## src/rtl/mag_to_bcd_pkg.sv

```systemverilog
`default_nettype none
// ============================================================================
// Module   : mag_to_bcd_pkg
// Purpose  : Shared FSM state type and BCD digit-count helper for mag_to_bcd.
// Revision : 1.0 - initial release
// ============================================================================
package mag_to_bcd_pkg;

    typedef enum logic [1:0] {
        ST_IDLE  = 2'd0,
        ST_SHIFT = 2'd1,
        ST_DONE  = 2'd2
    } state_e;

    // Three binary bits per decimal digit, rounded up.
    function automatic int calc_digits(input int n);
        return (n + 2) / 3;
    endfunction

endpackage
`default_nettype wire

```

## src/rtl/mag_to_bcd_add3.sv

```systemverilog
`default_nettype none
// ============================================================================
// Module   : bcd_add3
// Purpose  : Double-dabble digit correction: add 3 to a BCD digit >= 5.
// Revision : 1.0 - initial release
// ============================================================================
module bcd_add3 (
    input  logic [3:0] i_digit,
    output logic [3:0] o_digit
);

    assign o_digit = (i_digit >= 4'd5) ? i_digit + 4'd3 : i_digit;

endmodule
`default_nettype wire

```

## src/rtl/mag_to_bcd.sv

```systemverilog
`default_nettype none
// ============================================================================
// Module   : mag_to_bcd
// Purpose  : Sequential shift-add-3 converter from unsigned magnitude plus
//            sign to packed BCD, one bit per cycle.
// Revision : 1.0 - initial release
// ============================================================================
module mag_to_bcd
    import mag_to_bcd_pkg::*;
#(
    parameter int N = 8
) (
    input  logic                            clk,
    input  logic                            rst_n,
    input  logic                            start,
    input  logic [N-1:0]                    mag,
    input  logic                            neg,
    output logic                            busy,
    output logic                            done,
    output logic [4*calc_digits(N)-1:0]     bcd,
    output logic                            sign_out
);

    localparam int c_digits = calc_digits(N);
    localparam int c_bcd_w  = 4 * c_digits;
    localparam int c_cnt_w  = $clog2(N + 1);

    state_e               r_state;
    logic [N-1:0]         r_shreg;
    logic [c_bcd_w-1:0]   r_scratch;
    logic [c_cnt_w-1:0]   r_cnt;
    logic                 r_neg;

    logic [c_bcd_w-1:0]   w_adj;
    logic [c_bcd_w+N-1:0] w_next;

    generate
        for (genvar g = 0; g < c_digits; g++) begin : g_add3
            bcd_add3 u_add3 (
                .i_digit (r_scratch[4*g +: 4]),
                .o_digit (w_adj[4*g +: 4])
            );
        end
    endgenerate

    // Corrected digits and remaining magnitude bits move left as one word.
    assign w_next = {w_adj, r_shreg} << 1;

    always_ff @(posedge clk or negedge rst_n) begin
        if (!rst_n) begin
            r_state   <= ST_IDLE;
            r_shreg   <= '0;
            r_scratch <= '0;
            r_cnt     <= '0;
            r_neg     <= 1'b0;
            busy      <= 1'b0;
            done      <= 1'b0;
            bcd       <= '0;
            sign_out  <= 1'b0;
        end else begin
            done <= 1'b0;
            case (r_state)
                ST_IDLE: begin
                    if (start) begin
                        r_shreg   <= mag;
                        r_scratch <= '0;
                        r_cnt     <= c_cnt_w'(N);
                        r_neg     <= neg;
                        busy      <= 1'b1;
                        r_state   <= ST_SHIFT;
                    end
                end
                ST_SHIFT: begin
                    r_scratch <= w_next[c_bcd_w+N-1:N];
                    r_shreg   <= w_next[N-1:0];
                    r_cnt     <= r_cnt - c_cnt_w'(1);
                    if (r_cnt == c_cnt_w'(1)) begin
                        r_state <= ST_DONE;
                    end
                end
                ST_DONE: begin
                    bcd      <= r_scratch;
                    sign_out <= r_neg & (|r_scratch);
                    done     <= 1'b1;
                    busy     <= 1'b0;
                    r_state  <= ST_IDLE;
                end
                default: begin
                    busy    <= 1'b0;
                    r_state <= ST_IDLE;
                end
            endcase
        end
    end

endmodule
`default_nettype wire
```

## config.mk

```make
export PLATFORM = sky130hd
export DESIGN_NAME = mag_to_bcd
export DESIGN_NICKNAME = d
export VERILOG_FILES = /design/src/rtl/mag_to_bcd_pkg.sv /design/src/rtl/mag_to_bcd_add3.sv /design/src/rtl/mag_to_bcd.sv
export SDC_FILE = /design/constraint.sdc
export NUM_CORES = 1
export LEC_CHECK = 0
export CORE_MARGIN = 8
export CORE_UTILIZATION = 58
export DETAILED_ROUTE_END_ITERATION = 8
export PLACE_DENSITY_LB_ADDON = 0.25
export SYNTH_ARGS = -nofsm -noshare
export SYNTH_HDL_FRONTEND = slang
export SYNTH_SLANG_ARGS = --single-unit
export TNS_END_PERCENT = 50
```

## constraint.sdc

```tcl
create_clock -name clk -period 2.25 [get_ports clk]
set_clock_uncertainty 0.2 [all_clocks]
set_input_delay 0.3375 -clock clk [delete_from_list [all_inputs] [get_ports clk]]
set_output_delay 0.3375 -clock clk [all_outputs]
set_load 0.03 [all_outputs]
```

==> run metrics, run 1 <==
Total GRT Usage=0.1614; share of layout cells above drive strength 1=0.1041; Switching Share=0.4089; critical path type=reg2out; Clock transition at path regs=about 0.12 ns; Clock power frac=0.133; clock latency on the worst-skew pair=0.35 ns; RSZ-0062 raised after global routing=no; diode count=0; final count of negative-setup-slack endpoints=0; Sinks on Clock Net=42; antenna violations before repair=0; pwr dens=roughly 1400 nW/um^2; Detail Placement HPWL=approximately 2800 um; Final Wtd Congestion=0.8432; root buffer cell=clkbuf_4; Sw Pwr=1382 uW; largest net degree at the start of global routing=between 40 and 50; I/O Buffers=26; Vert. Die Dim=74.37 um; Pins Over Slew Limit=0; DP Area=2315 um^2; crit path DAT=1.41 ns; design internal power=1998 uW; Yosys reg bits=42; Lkg Pwr=0.001068 uW; WP buf/inv=1; FMAX=0.5147 GHz; Mapped Avg Cell Area=10.51 um^2; Hold Crit Class=in2async; Final period util=0.8635; Seq/Total Area, Yosys=0.5320; Rel. slew slack=0.5786; core footprint=3311 um^2; CP Launch Type=flop; CTS resizes=0; CTS tree=built; sequential share of power=0.386; Mapped Area=1976 um^2; DR pass1 iterations=4; status=finished clean; Starting Density=0.5967; Core Rows=21; Sum Neg Setup Slack=0 ns; hold buffers post-CTS=1; area growth from synthesis to layout=21.66%; Tmin final=1.943 ns; peak supply drop=approximately 660 uV; commonest cells after routing, fill and taps aside=dfrtp_1, clkdlybuf4s50_1, o21ai_0, nand2_1, a21oi_1; power share of the combinational group=0.481; Post-synth top flop=dfrtp_1; H-tree depth=2; number of synthesis warnings=0; Antenna Nets Post-Route=0; Die Area=5530 um^2; Num CTS Buffers=5; routed len/inst=around 15 um; final hold vios=0; Overflow after GRT=0; Post-Syn Instances=approximately 190; routed via count=1475; most common cell after layout, fill and taps aside=dfrtp_1; CP max-delay cell=clkdlybuf4s50_1; first-pass GRT wire length=6803 um; Cell variety after synth=32; number of synthesized flops with an enable pin=0; slowest stage delay, CP=0.68 ns; post-route cell area=2404 um^2; number of global-route vias before repair=approximately 1600; worst-path cell chain=clkdlybuf4s50_1; setup bufs post-CTS=0; wirelength, routed=3968 um; CP Capture Type=output pin; CTS max path bufs=2; Max-Cap Viols=0; I/O pin cnt=27; Horiz. Die Dim=74.37 um; Worst-Margin Slew=0.6320 ns; Max FO, Critical Path=2; Syn Nets=210; drt via density=5.524; Largest delay share family, worst path=buffers and inverters; asr flop ratio synth=1.000; Starting DRT DRC Count=89; required time of the critical path=~1.7 ns; drt drc=0; Layout Nets=242
## flip-flops by register name (all words and copies together) (netlist names)
register / flops
busy: 1
bcd: 12
r_cnt: 4
sign_out: 1
r_state: 2
done: 1
r_scratch: 12
r_shreg: 8
r_neg: 1
## metal layers
| layer | track usage | routed length, um | vias up | share of wire |
|---|---|---|---|---|
| li1 | - | - | 722 | - |
| met1 | 0.1784 | 1742 | 722 | 0.44 |
| met2 | 0.2711 | 2013 | 26 | 0.51 |
| met3 | 0.04987 | 151 | 5 | 0.038 |
| met4 | 0.08478 | 61 | 0 | 0.015 |
| met5 | 0 | 0 | - | 0 |
## Yosys cell counts, drive strengths merged (3+ instances only)
cell type | number | share of area
nand2b | 5 | 0.016
ha | 10 | 0.063
xnor2 | 3 | 0.013
inv | 9 | 0.017
o31ai | 3 | 0.011
nand3 | 3 | 0.0076
buf | 4 | 0.010
a21oi | 12 | 0.030
nor2 | 9 | 0.017
a22oi | 7 | 0.027
dfrtp | 42 | 0.53
mux2 | 8 | 0.046
o311ai | 3 | 0.013
o21ai | 20 | 0.051
nand2 | 15 | 0.028
clkbuf | 5 | 0.0095
o22ai | 5 | 0.016
a32o | 3 | 0.015
nor2b | 10 | 0.032
## cell type report
type	count	area [um^2]
repair buffers	34	330.3
well taps	46	57.56
flip-flops and latches	42	1051
fillers	253	907.1
clock buffers	8	78.83
multi-input cells	128	852.1
inverters	9	33.78
## worst reg2reg max path, cell delays in order (launching register included)
cell and delay (ns):
dfrtp_1 0.41, inv_1 0.13, ha_1 0.22, nand2b_1 0.07, a21oi_1 0.34, xnor2_1 0.17, o22ai_1 0.10
## metrics by stage
step | cells | hold WS, ns | total power [uW] | utilization | worst slack (ns)
4_1_cts | 267 | 0.2641 | 3405 | 0.7260 | 0.2726
2_1_floorplan | 188 | -0.1581 | 2411 | - | 0.7020
5_1_grt | 267 | 0.2698 | 3638 | 0.7260 | 0.2351
3_5_place_dp | 258 | 0.1239 | 2951 | 0.6992 | 0.3393
3_3_place_gp | 258 | 0.1249 | 2852 | 0.6992 | 0.4008
6_report | 267 | 0.2696 | 3380 | 0.7260 | 0.3072
## path summary, 6_finish.rpt
check,startpoint,slack (ns),endpoint,depth (start not counted)
worst max-delay path,bcd[8],0.31,bcd[8],1
worst min-delay path,rst_n,0.27,r_scratch[5],3
worst max register to register,r_scratch[0],0.50,r_scratch[1],6
worst min register to register,bcd[4],0.29,bcd[4],2
max in group asynchronous,rst_n,1.38,r_cnt[1],3
min in group clk,bcd[4],0.29,bcd[4],2
## cell families after synthesis
kind of cell	share of synthesized area
mux	0.04560
flops	0.5320
buf+inv	0.03673
fa+ha+maj	0.06333
xor+xnor	0.01774
simple gates	0.1292
compound gates	0.1754
## power groups by stage
stage               registers (uW)  clock network (uW)  logic (uW)
floorplan                     1490                   0         923
global route                  1350                 492        1790
global placement              1300                   0        1550
detailed placement            1320                   0        1630
CTS                           1300                 464        1640
finish                        1310                 450        1620
(Power assumes the default switching activity.)
==> run 2: changes to the inputs <==
- CORE_MARGIN: 8 -> 2
==> run metrics, run 2 (synthesis results as in run 1) <==
Clock power frac=0.172 (+0.039); Vert. Die Dim=62.37 um (-16%); Hold Crit Class=in2async; Final Wtd Congestion=0.8004 (-5.1%); Core Rows=21 (unchanged); Final period util=0.8700 (+0.006496); most common cell after layout, fill and taps aside=dfrtp_1; number of global-route vias before repair=1569 (+0.58%); hold buffers post-CTS=1 (unchanged); core footprint=3311 um^2 (unchanged); Largest delay share family, worst path=buffers and inverters; CTS resizes=0 (unchanged); pwr dens=1454 nW/um^2 (+3.4%); setup bufs post-CTS=0 (unchanged); Horiz. Die Dim=62.37 um (-16%); routed len/inst=14.37 um (-3.3%); CTS tree=built; RSZ-0062 raised after global routing=no; Rel. slew slack=0.6719 (+0.09329); reg2reg end=r_scratch[2]; routed via count=1515 (+2.7%); CP max-delay cell=clkdlybuf4s50_1; share of layout cells above drive strength 1=0.1000 (-0.004072); FMAX=0.5109 GHz (-0.75%); CP Capture Type=output pin; antenna violations before repair=0 (unchanged); first-pass GRT wire length=6962 um (+2.3%); Starting Density=0.5967 (unchanged); CTS max path bufs=2 (unchanged); Lkg Pwr=0.001074 uW (+0.51%); diode count=0 (unchanged); Max FO, Critical Path=2 (unchanged); final hold vios=0 (unchanged); critical path type=reg2out; wirelength, routed=3822 um (-3.7%); root buffer cell=clkbuf_4; DR pass1 iterations=4 (unchanged); Die Area=3889 um^2 (-30%); slowest stage delay, CP=0.68 ns (about the same); design internal power=2126 uW (+6.4%); R2R Setup Slk=0.43 ns (-0.07 ns); I/O Buffers=26 (unchanged); Sw Pwr=1399 uW (+1.2%); CP Launch Type=flop; Layout Nets=241 (-0.41%); Starting DRT DRC Count=48 (-46%); H-tree depth=2 (unchanged); area growth from synthesis to layout=22.67%; Switching Share=0.3968 (-0.01210); sequential share of power=0.381 (-0.005); commonest cells after routing, fill and taps aside=dfrtp_1, clkdlybuf4s50_1, o21ai_0, nand2_1, a21oi_1; Clock transition at path regs=0.13 ns (about the same); Num CTS Buffers=5 (unchanged); Overflow after GRT=0 (unchanged); WP buf/inv=1 (unchanged); status=finished clean; largest net degree at the start of global routing=23 (-47%); Total GRT Usage=0.2283 (+0.06697); Sum Neg Setup Slack=0 ns (unchanged); power share of the combinational group=0.448 (-0.033); peak supply drop=859.1 uV (+31%); Max-Cap Viols=0 (unchanged); required time of the critical path=1.71 ns (about the same); Antenna Nets Post-Route=0 (unchanged); Worst-Margin Slew=0.4921 ns (-0.1399 ns); drt drc=0 (unchanged); I/O pin cnt=27 (unchanged); Detail Placement HPWL=2717 um (-4.4%); worst-path cell chain=clkdlybuf4s50_1; Tmin final=1.957 ns (+0.01461 ns); worst setup margin=0.2926 ns (-0.01461 ns); largest registers=bcd: 12 flops, r_scratch: 12 flops, r_shreg: 8 flops; worst slack at placement=0.3529 ns (+0.01358 ns); final count of negative-setup-slack endpoints=0 (unchanged); Sinks on Clock Net=42 (unchanged); drt via density=5.695 (+3.1%); Worst R2R Path Depth=2 (-4); reg2reg start=r_state[1]; clock latency on the worst-skew pair=0.37 ns (+0.02 ns); Pins Over Slew Limit=0 (unchanged); crit path DAT=1.42 ns (about the same)
[run 2: cell types whose count changed in the layout (fill, tap and decap cells not counted)]
cell and change:
buf_4 -1, clkinv_4 +1, bufinv_16 +2, clkbuf_8 -3
[run 2: through the flow]
step,area [um^2],std cells,utilization,total power [uW],hold WS [ns]
3_3_place_gp,2307,257,0.6969,2842,0.1210
3_5_place_dp,2307,257,0.6969,2928,0.1302
4_1_cts,2424,266,0.7320,3553,0.2613
2_1_floorplan,1976,188,-,2411,-0.1581
6_report,2424,266,0.7320,3525,0.2453
5_1_grt,2424,266,0.7320,3820,0.2817
[run 2: power groups by stage]
stage          Sequential, uW  Combinational [uW]  Clock (uW)
3_5_place_dp             1350                1580           0
5_1_grt                  1390                1770         658
4_1_cts                  1340                1590         620
3_3_place_gp             1330                1520           0
2_1_floorplan            1490                 923           0
6_report                 1340                1580         606
[run 2: routing by layer]
metal / GRT usage / vias up / routed length [um]
li1: - / 729 / -
met3: 0.07065 / 10 / 192
met1: 0.2756 / 732 / 1622
met4: 0.1000 / 0 / 91
met5: 0 / - / 0
met2: 0.3791 / 44 / 1916
[run 2: cell type report]
class	count	area [um^2]
clock inverter	3	68.82
tap	46	57.56
multi-input combinational	128	852.1
clock buffer	5	37.54
fill	248	887.1
inverter	9	33.78
timing repair buffer	33	322.8
sequential	42	1051
[run 2: worst max-delay path by stage]
stage                 startpoint           end  slack, ns  cells after the start
finish                    bcd[1]        bcd[1]       0.29                      1
global route                busy          busy       0.23                      1
CTS                       bcd[1]        bcd[1]       0.27                      1
global placement           start         r_neg       0.39                      4
floorplan           r_scratch[0]  r_scratch[1]       0.70                      6
detailed placement         start         r_neg       0.35                      4
==> run 3: changes to the inputs <==
- RECOVER_POWER: default -> 25
==> run metrics, run 3 (synthesis results as in run 1) <==
Vert. Die Dim=62.37 um (unchanged); status=finished clean; Overflow after GRT=0 (unchanged); Layout Nets=241 (unchanged); Design Power=3518 uW (-0.18%); Final period util=0.8689 (-0.001098); Sum Neg Setup Slack=0 ns (unchanged); DR pass1 iterations=4 (unchanged); Hold Crit Class=reg2reg; Num CTS Buffers=5 (unchanged); Pins Over Slew Limit=0 (unchanged); CTS max path bufs=2 (unchanged); routed via count=1510 (-0.33%); number of global-route vias before repair=1569 (unchanged); Total GRT Usage=0.2283 (unchanged); slowest stage delay, CP=0.68 ns (about the same); crit path DAT=1.42 ns (about the same); Antenna Nets Post-Route=0 (unchanged); Max-Cap Viols=0 (unchanged); Starting Density=0.5967 (unchanged); largest registers=bcd: 12 flops, r_scratch: 12 flops, r_shreg: 8 flops; Lkg Pwr=0.001071 uW (-0.23%); CP Capture Type=output pin; worst-path cell chain=clkdlybuf4s50_1; Die Area=3889 um^2 (unchanged); Detail Placement HPWL=2717 um (unchanged); Max FO, Critical Path=2 (unchanged); I/O Buffers=26 (unchanged); CTS resizes=0 (unchanged); Fill cells=248 (unchanged); Rel. slew slack=0.2249 (-0.4471); CP Launch Type=flop; root buffer cell=clkbuf_4; diode count=0 (unchanged); Worst-Margin Slew=1.163 ns (+0.6706 ns); final hold vios=0 (unchanged); area growth from synthesis to layout=22.61% (about the same); Starting DRT DRC Count=48 (unchanged); clock latency on the worst-skew pair=0.36 ns (about the same); drt drc=0 (unchanged); register area=1051 um^2 (unchanged); WP buf/inv=1 (unchanged); critical path type=reg2out; final count of negative-setup-slack endpoints=0 (unchanged); CTS tree=built; FMAX=0.5115 GHz (+0.13%); H-tree depth=2 (unchanged); I/O pin cnt=27 (unchanged); most common cell after layout, fill and taps aside=dfrtp_1; core footprint=3311 um^2 (unchanged); Horiz. Die Dim=62.37 um (unchanged); R2R Setup Slk=0.44 ns (about the same); Final Wtd Congestion=0.8004 (unchanged); largest net degree at the start of global routing=23 (unchanged); hold_ws=0.2951 ns (+0.04976 ns); Tmin final=1.955 ns (-0.002470 ns); drt via density=5.677 (-0.33%); routed len/inst=14.28 um (-0.60%); share of layout cells above drive strength 1=0.09545 (-0.004545); required time of the critical path=1.71 ns (about the same); pwr dens=1452 nW/um^2 (-0.13%); first-pass GRT wire length=6962 um (unchanged); CP max-delay cell=clkdlybuf4s50_1; Core Util, Final=0.7317 (about the same); wirelength, routed=3799 um (-0.60%); antenna violations before repair=0 (unchanged); commonest cells after routing, fill and taps aside=dfrtp_1, clkdlybuf4s50_1, o21ai_0, nand2_1, a21oi_1; RSZ-0062 raised after global routing=no; Core Rows=21 (unchanged); peak supply drop=857.8 uV (-0.15%); Clock transition at path regs=0.13 ns (about the same); Sinks on Clock Net=42 (unchanged); Largest delay share family, worst path=buffers and inverters; multi-input logic area=852.1 um^2 (unchanged)
run 3: what timing repair did:
action                                 CTS  global route
buffers inserted                         0             0
endpoints found under the hold margin   20             0
hold buffers                             1             0
run 3: routing by layer:
layer,vias to the layer above,track usage,share of wire
met5,-,0,0
met1,731,0.2756,0.43
met3,10,0.07065,0.047
met4,0,0.1000,0.024
li1,729,-,-
met2,40,0.3791,0.50
run 3: final timing paths:
path                       startpoint      endpoint  cells after the start
max                            bcd[1]        bcd[1]                      1
min                            bcd[5]        bcd[5]                      2
max reg2reg                r_state[1]  r_scratch[2]                      2
min reg2reg                    bcd[5]        bcd[5]                      2
max in group asynchronous       rst_n    r_shreg[3]                      2
min in group asynchronous       rst_n        bcd[4]                      2
run 3: layout make-up:
class                   instances  area share
clock buffers                   5     0.01550
clock inverters                 3     0.02841
inverters                       9     0.01395
multi-input cells             128      0.3518
flip-flops and latches         42      0.4339
well taps                      46     0.02376
repair buffers                 33      0.1327
run 3: power breakdown:
group | switching (uW) | internal (uW)
sequential | 267 | 1070
combinational | 870 | 705
clock | 256 | 348
run 3: per-stage QoR:
stage	cells	setup WS, ns	area (um^2)
floorplan	188	0.7020	1976
global placement	257	0.3909	2307
detailed placement	257	0.3529	2307
CTS	266	0.2679	2424
global route	266	0.2320	2422
finish	266	0.2951	2422
